**src/rtl/deng_alu_inv.sv**
```systemverilog
// Bit-serial inverse of Y = (A+2) ^ (A+B): recovers B = (Y ^ (A+2)) - A, one bit per cycle LSB first.
// Start/busy/done handshake with a held result register; cancel aborts without committing.
module deng_alu_inv #(
  parameter int WIDTH = 32
) (
  input  logic             clk,
  input  logic             reset_n,
  input  logic             start,
  input  logic             cancel,
  input  logic [WIDTH-1:0] A,
  input  logic [WIDTH-1:0] Y,
  output logic             busy,
  output logic             done,
  output logic [WIDTH-1:0] B
);
  localparam int CW = (WIDTH > 2) ? $clog2(WIDTH) : 1;

  typedef enum logic {IDLE, RUN} state_t;
  state_t state, state_nxt;

  logic [WIDTH-1:0] sa, sy, wb;
  logic [CW-1:0]    cnt;
  logic             c, br;

  logic a_i, y_i, k, t, c_nxt, x, b_i, br_nxt, last, launch;

  // One full-adder slice rebuilds bit i of A+2, one full-subtractor slice peels off A.
  assign a_i    = sa[0];
  assign y_i    = sy[0];
  assign k      = (cnt == CW'(1));
  assign t      = a_i ^ k ^ c;
  assign c_nxt  = (a_i & k) | (a_i & c) | (k & c);
  assign x      = y_i ^ t;
  assign b_i    = x ^ a_i ^ br;
  assign br_nxt = (~x & a_i) | (~(x ^ a_i) & br);
  assign last   = (cnt == CW'(WIDTH - 1));
  assign launch = (state == IDLE) && start && !cancel;
  assign busy   = (state == RUN);

  always_comb begin
    state_nxt = state;
    case (state)
      IDLE: if (start && !cancel) state_nxt = RUN;
      RUN:  if (cancel || last)   state_nxt = IDLE;
      default: state_nxt = IDLE;
    endcase
  end

  always_ff @(posedge clk or negedge reset_n) begin
    if (!reset_n) state <= IDLE;
    else          state <= state_nxt;
  end

  always_ff @(posedge clk or negedge reset_n) begin
    if (!reset_n) begin
      sa   <= '0;
      sy   <= '0;
      wb   <= '0;
      cnt  <= '0;
      c    <= 1'b0;
      br   <= 1'b0;
      B    <= '0;
      done <= 1'b0;
    end else begin
      done <= 1'b0;
      if (launch) begin
        sa  <= A;
        sy  <= Y;
        wb  <= '0;
        cnt <= '0;
        c   <= 1'b0;
        br  <= 1'b0;
      end else if (state == RUN && !cancel) begin
        sa  <= sa >> 1;
        sy  <= sy >> 1;
        wb  <= {b_i, wb[WIDTH-1:1]};
        cnt <= cnt + CW'(1);
        c   <= c_nxt;
        br  <= br_nxt;
        // Carry and borrow out of the MSB fall away here: arithmetic is mod 2^WIDTH.
        if (last) begin
          B    <= {b_i, wb[WIDTH-1:1]};
          done <= 1'b1;
        end
      end
    end
  end
endmodule

```
**config.mk**
```make
export PLATFORM = sky130hd
export DESIGN_NAME = deng_alu_inv
export DESIGN_NICKNAME = d
export VERILOG_FILES = /design/src/rtl/deng_alu_inv.sv
export SDC_FILE = /design/constraint.sdc
export NUM_CORES = 1
export LEC_CHECK = 0
export CORE_MARGIN = 4
export CORE_UTILIZATION = 47
export CTS_BUF_LIST = sky130_fd_sc_hd__clkbuf_16
export DETAILED_ROUTE_END_ITERATION = 6
export DONT_BUFFER_PORTS = 1
export PLACE_DENSITY = 0.67
export SLEW_MARGIN = 20
export SYNTH_ARGS = -nofsm -noshare
export SYNTH_HDL_FRONTEND = slang
export SYNTH_SLANG_ARGS = --single-unit
```
**constraint.sdc**
```tcl
create_clock -name clk -period 2.84 [get_ports clk]
set_clock_uncertainty 0.05 [all_clocks]
set_input_delay 0.568 -clock clk [delete_from_list [all_inputs] [get_ports clk]]
set_output_delay 0.568 -clock clk [all_outputs]
set_load 0.03 [all_outputs]
```
### After elaboration in Yosys (flattened, before gate mapping)

Index checks and enable logic that the tools add are counted.

* memories: 0
* input bits: 68
* register bits after elaboration: 137
* bits in read-only memories: 0
* latch bits: 0
* logic and storage cells: 55
* bits in writable memories: 0

* shifts and indexed selects: 0
* equal/unequal tests: 2
* $add $sub $neg: 1
* multipliers: 0
* multiplexer cells: 18
* reduce and logical (&&, ||, !) cells: 8
* $lt $le $gt $ge: 0
* bitwise gates (word level): 17
* div/mod/pow operators: 0

Operators with widths (number)
* two-way mux 32 bit: 6
* two-way mux 5 bit: 2
* two-way mux 1 bit: 9
* adder 5 x 1 -> 5 bit (second input constant): 1
* bitwise AND 1 bit: 5
* == test 5 x 1 -> 1 bit (second input constant): 1
* == test 5 bit (second input constant): 1
* bitwise XOR 1 bit: 5
* logical AND 1 bit: 4
* inverter 1 bit: 4
* OR 1 bit: 3
* AND reduction 3 bit: 1
* one-hot mux 1 bit (2 select lines): 1
* nonzero test 2 bit: 1
* zero test 1 bit: 1
* logical OR 1 bit: 1

### Longest topological paths before layout

Gate-level depths: netlist of run 1.

* word-level depth: 10
* mapped depth: 7
* depth with buffers taken out: 7

### Worst setup path after synthesis of run 1

Ideal clock, no wire load.

* path type: reg2reg
* from: register cnt[1]
* to: register B[31]
* cell stages (with the launch flop): 8
* setup slack: 0.143 ns
* arrival: 2.519 ns
* cells stage by stage: dfrtp_1 -> inv_1 -> ha_1 -> or4b_2 -> fa_1 -> xnor2_1 -> fa_1 -> mux2_1

* longest elaborated chain between the ends: 6

RTL lines
* from (decl): RTL line 22 `logic [CW-1:0] cnt;`
* from (signal assigned): RTL line 77 `cnt <= cnt + CW'(1);`
* == test 5 x 1 -> 1 bit: RTL line 30 `assign k = (cnt == CW'(1));`
* bitwise XOR 1 bit (2 in a row): RTL line 31 `assign t = a_i ^ k ^ c;`
* bitwise XOR 1 bit: RTL line 33 `assign x = y_i ^ t;`
* bitwise XOR 1 bit (2 in a row): RTL line 34 `assign b_i = x ^ a_i ^ br;`
* via b_i: RTL line 25 `logic a_i, y_i, k, t, c_nxt, x, b_i, br_nxt, last, launch;`
* to (signal assigned): RTL line 82 `B <= {b_i, wb[WIDTH-1:1]};`
* to (decl): RTL line 14 `output logic [WIDTH-1:0] B`

The timed path passes the listed nets, and every way through them passes these cells.
A chain may end at the register's enable or synchronous reset.

### Final worst setup path of run 1

Ends and elaborated chain as after synthesis.

==> out/qor.txt, run 1 <==
fraction of layout instances using a drive strength above 1 -> 0.0799
vias in the first global route -> 3655
final hold slack -> -0.191 ns
detail-routed via count per cell -> 6.00
Seq cells post-synth -> 136
synth unique cells -> 33
post-route clock period utilization -> 0.954
clock root cell -> clkbuf_16
CP Data Required Time -> 3.07 ns
Pwr Density -> 747 nW/um2
reg2reg start -> cnt[1]
syn avg cell area -> 12.1 um2
initial DRC count -> 279
Setup crit start kind -> flop
gpl congestion -> 0.752
buffers added on ports -> 0
Synth-to-Final Area Change -> 9.33%
CP delay by family, top -> adder cells
initial antenna violation count -> 1
first-pass GRT wire length -> 19100 um
dpl hpwl -> 6970 um
most frequent cells in the layout -> 135 x dfrtp_1, 61 x a22oi_1, 60 x nand2_1
FMAX -> 0.369 GHz
drt first pass iters -> 4
Die Area -> 13800 um2
CTS Buf Count -> 17
I/O pins -> 102
CTS tree -> yes
Crit Path Max Fanout -> 4
Worst Setup EP -> B[31]
Max-slew headroom -> 0.526
Site Rows -> 39
detailed-route DRC error count -> 0
Min Clock Period, post-route -> 2.71 ns
final setup margin -> 0.131 ns
type of the worst min-delay path -> in2async
critical path class -> reg2reg
Reg2Reg Depth -> 7
Warnings, synthesis -> 0
critical path data arrival time -> 2.94 ns
FILL cells -> 988
commonest non-fill, non-tap cell in the layout -> dfrtp_1
CP max stage delay -> 0.59 ns
CP endpoint kind -> flop
Chip Width -> 117 um
antenna diode count -> 0
die height -> 117 um
Leak -> 2.89 nW
final net count -> 527
clock-pin slew on the worst setup and hold paths -> 0.05 ns
Worst Setup SP -> cnt[1]
Avg WL per Cell -> 18.6 um
total grt overflow -> 0
most frequent CP cell -> fa_1
DRT antenna net count -> 0
synthesized area -> 5620 um2
Vias -> 3637
setup violators final -> 0
unrepaired setup endpoints after global routing -> no
failing checks -> negative hold slack
WP buf/inv -> 1
sequential area share after synthesis -> 0.606
Syn Nets -> 539
Synth Instances -> 466
final-report hold violation count -> 136
core footprint -> 11600 um2
Tot GR Track Use -> 0.172
Fin Setup TNS -> 0 ns
clk buf depth -> 2
Slew Limit Fails -> 0
number of H-tree levels -> 4
reg2reg end -> B[31]
R2R Setup Slk -> 0.13 ns
post-place setup slack -> 0.0399 ns
CTS sink cnt -> 136
crit-path cells -> inv_1, ha_1, or4b_4, fa_1, xnor2_2, fa_1, mux2_1
CP Depth -> 7
Max Cap Viol -> 0
pin count of the biggest net entering global routing -> 137
wire length after detailed routing -> 11300 um
maximum vdd ir drop -> 0.388 mV
clk_lat worst skew -> 0.40 ns
Starting Density -> 0.486
status -> complete, but fails checks
Critical-path top delay cell -> fa_1
Slew @ Worst Pin -> 0.711 ns
-- registers in the layout (all words and copies together), names as in the netlist --
signal and flops:
B 32, br 1, busy 1, c 1, cnt 5, done 1, sa 32, sy 32
wb 31
-- cell type report --
cell class                      count  area, um2  area share
Sequential cell                   136       3400       0.554
Multi-Input combinational cell    287       1970       0.320
Clock buffer                       17        425      0.0693
Tap cell                          143        179      0.0291
Timing Repair Buffer                7       77.6      0.0126
Clock inverter                     11       70.1      0.0114
Inverter                            5       18.8     0.00306
-- cell families after synthesis --
group,Yosys count,synth area share
compound gates,172,0.208
flops,136,0.606
simple gates,77,0.0606
buf+inv,43,0.0463
mux,32,0.0641
fa+ha+maj,5,0.0138
xor+xnor,1,0.00156
-- metal layers --
layer / vias up / GRT usage / wire length [um]
li1: 1671 / - / -
met1: 1830 / 0.221 / 4800
met2: 110 / 0.247 / 5190
met3: 24 / 0.0780 / 951
met4: 2 / 0.0843 / 308
met5: - / 0 / 13
-- cells in the mapped netlist (all sizes together) --
| cell type | instances | area share |
|---|---|---|
| a21oi | 6 | 0.0053 |
| a22o | 34 | 0.053 |
| a22oi | 61 | 0.082 |
| a2bb2oi | 1 | 0.0016 |
| a31oi | 1 | 0.0011 |
| a41oi | 1 | 0.0016 |
| and2b | 2 | 0.0031 |
| and3 | 1 | 0.0011 |
| and3b | 1 | 0.0016 |
| buf | 26 | 0.035 |
| clkbuf | 12 | 0.0080 |
| dfrtp | 136 | 0.61 |
| fa | 2 | 0.0071 |
| ha | 3 | 0.0067 |
| inv | 5 | 0.0033 |
| mux2 | 32 | 0.064 |
| nand2 | 61 | 0.042 |
| nand2b | 1 | 0.0011 |
| nand3 | 1 | 0.00089 |
| nor2 | 3 | 0.0020 |
| nor2b | 5 | 0.0056 |
| nor3b | 1 | 0.0013 |
| o21ai | 64 | 0.057 |
| o21bai | 1 | 0.0033 |
| o22ai | 3 | 0.0033 |
| or4b | 1 | 0.0018 |
| xnor2 | 1 | 0.0016 |
-- worst register-to-register path, stage by stage (launching register included) --
cell     delay, ns
dfrtp_1       0.41
inv_1         0.10
ha_1          0.14
or4b_4        0.46
fa_1          0.59
xnor2_2       0.12
fa_1          0.44
mux2_1        0.29
-- worst min-delay path by stage --
stage	endpoint	depth (start not counted)	slack, ns
finish	wb[22]	0	-0.19
global route	B[20]	0	-0.22
CTS	B[2]	0	-0.22
detailed placement	B[20]	0	0.23
global placement	B[20]	0	0.23
floorplan	B[0]	0	0.22
-- stage by stage --
| step | cells | area [um2] | utilization | total power, W | hold slack (ns) |
|---|---|---|---|---|---|
| after detailed placement | 577 | 5630 | 0.487 | 0.00272 | 0.225 |
| final | 606 | 6140 | 0.531 | 0.00459 | -0.191 |
| after floorplan | 466 | 5620 | - | 0.00263 | 0.222 |
| after global routing | 606 | 6140 | 0.531 | 0.00484 | -0.222 |
| after global placement | 577 | 5630 | 0.487 | 0.00268 | 0.225 |
| after CTS | 605 | 6120 | 0.529 | 0.00463 | -0.220 |
-- where the power goes --
group	internal [W]	switching, W	leakage (nW)
registers	0.00213	0.000125	1.81
clock network	0.00115	0.000725	0.252
logic	0.000221	0.000233	0.831
total	0.00350	0.00108	2.89
-- what timing repair did --
action,CTS,global route
setup endpoints to repair,0,1
setup buffers,0,1
hold endpoints to repair,136,136
resized for setup,0,2
No activity file was read; power rests on OpenSTA's default activity.
==> run 2: changes to the inputs <==
Clock period 2.84 ns to 2.45 ns, I/O delays scaled along.
==> out/qor.txt, run 2 (same netlist as run 1, synthesis figures left out) <==
status -> complete, but fails checks
failing checks -> negative hold slack, negative setup slack
Synth-to-Final Area Change -> 9.91%
critical path class -> reg2reg
initial antenna violation count -> 2
fraction of layout instances using a drive strength above 1 -> 0.104
Die Area -> 13800 um2
Pwr Density -> 857 nW/um2
core footprint -> 11600 um2
CP Data Required Time -> 2.70 ns
setup violators final -> 2
Crit Path Max Fanout -> 2
post-layout power -> 0.00529 W
dpl hpwl -> 6920 um
detail-routed via count per cell -> 5.97
Tot GR Track Use -> 0.176
DR WL met2 -> 5540 um
clock root cell -> clkbuf_16
Max-slew headroom -> 0.322
pin count of the biggest net entering global routing -> 137
number of H-tree levels -> 4
first-pass GRT wire length -> 19600 um
clock-pin slew on the worst setup and hold paths -> 0.05 ns
Vias -> 3676
Worst Setup SP -> cnt[1]
Site Rows -> 39
Max Cap Viol -> 0
FILL cells -> 988
critical path data arrival time -> 2.86 ns
DR top layer -> met4
Cell Int Power -> 0.00399 W
routed wl met3 -> 925 um
Non-Filler Instances -> 616
Min Clock Period, post-route -> 2.61 ns
Slew @ Worst Pin -> 1.02 ns
biggest regs -> B x32, sa x32, sy x32
final setup margin -> -0.165 ns
Setup crit start kind -> flop
vias in the first global route -> 3804
Clk pwr share -> 0.395
placed cells -> 583
Avg WL per Cell -> 18.7 um
Slew Limit Fails -> 0
CP endpoint kind -> flop
DRT antenna net count -> 0
multi-input logic area -> 1980 um2
met1 wire length -> 4850 um
post-route clock period utilization -> 1.07
detailed-route DRC error count -> 0
reg2reg start -> cnt[1]
initial DRC count -> 341
switching share of power -> 0.245
type of the worst min-delay path -> in2async
clk buf depth -> 2
gpl congestion -> 0.717
commonest non-fill, non-tap cell in the layout -> dfrtp_1
wire length after detailed routing -> 11500 um
buffers added on ports -> 0
placed cell area -> 5660 um2
Chip Width -> 117 um
CTS tree -> yes
unrepaired setup endpoints after global routing -> yes
most frequent cells in the layout -> 135 x dfrtp_1, 61 x a22oi_1, 60 x nand2_1
die height -> 117 um
Comb pwr share -> 0.112
drt first pass iters -> 5
final-report hold violation count -> 136
final net count -> 535
total grt overflow -> 0
fin area -> 6170 um2
I/O pins -> 102
register area -> 3400 um2
post-place setup slack -> -0.217 ns
Leak -> 2.92 nW
switching power -> 0.00130 W
Starting Density -> 0.486
Reg power frac -> 0.493
FMAX -> 0.382 GHz
clk_lat worst skew -> 0.41 ns
CTS sink cnt -> 136
CTS Buf Count -> 17
final hold slack -> -0.279 ns
maximum vdd ir drop -> 0.606 mV
-- run 2: cell types whose count changed in the layout (fill, tap and decap cells not counted), sizes merged --
| cell | before | now |
|---|---|---|
| buf | 7 | 15 |
| bufinv | 1 | 0 |
| clkinv | 8 | 9 |
| diode | 0 | 2 |
-- run 2: what timing repair did --
action                                 4_1_cts  5_1_grt
pin swaps                                    3        1
setup buffers                                2        1
resized for setup                            0        4
endpoints found under the hold margin      136      136
setup endpoints to repair                    2        3
cloned                                       0        0
-- run 2: stage by stage --
| step | util | TNS (ns) |
|---|---|---|
| floorplan | - | -0.289 |
| global placement | 0.489 | -0.276 |
| detailed placement | 0.489 | -0.394 |
| global route | 0.534 | -0.528 |
| finish | 0.534 | -0.289 |
| CTS | 0.531 | -0.205 |
-- run 2: worst paths after layout --
check	endpoint	slack, ns	cells after the start
setup / recovery	B[31]	-0.16	7
hold / removal	wb[27]	-0.28	0
setup reg to reg	B[31]	-0.16	7
hold reg to reg	sy[8]	0.43	2
max in group asynchronous	sa[16]	2.41	0
min in group clk	sy[17]	0.11	1
-- run 2: layer usage --
| metal | track usage | vias up |
|---|---|---|
| li1 | - | 1683 |
| met1 | 0.224 | 1862 |
| met2 | 0.263 | 114 |
| met3 | 0.0731 | 17 |
| met4 | 0.0821 | 0 |
| met5 | 0 | - |
-- run 2: worst max-delay path: stages (launching register included) --
cell,delay (ns)
dfrtp_1,0.39
inv_2,0.09
ha_4,0.12
or4b_4,0.46
fa_1,0.54
xnor2_2,0.12
fa_1,0.45
mux2_4,0.28
-- run 2: power groups by stage --
stage                     sequential [W]  clock, W  combinational [W]
after floorplan                  0.00261         0           0.000449
after global placement           0.00262         0           0.000511
after detailed placement         0.00263         0           0.000547
after CTS                        0.00260   0.00215           0.000557
after global routing             0.00263   0.00225           0.000693
final                            0.00261   0.00209           0.000593
-- run 2: final cells by class --
class                           instances  share of cell area
Antenna cell                            2            0.000811
Clock buffer                           17              0.0689
Clock inverter                         11             0.00750
Inverter                                5             0.00304
Multi-Input combinational cell        287               0.321
Sequential cell                       136               0.551
Tap cell                              143              0.0290
Timing Repair Buffer                   15              0.0182
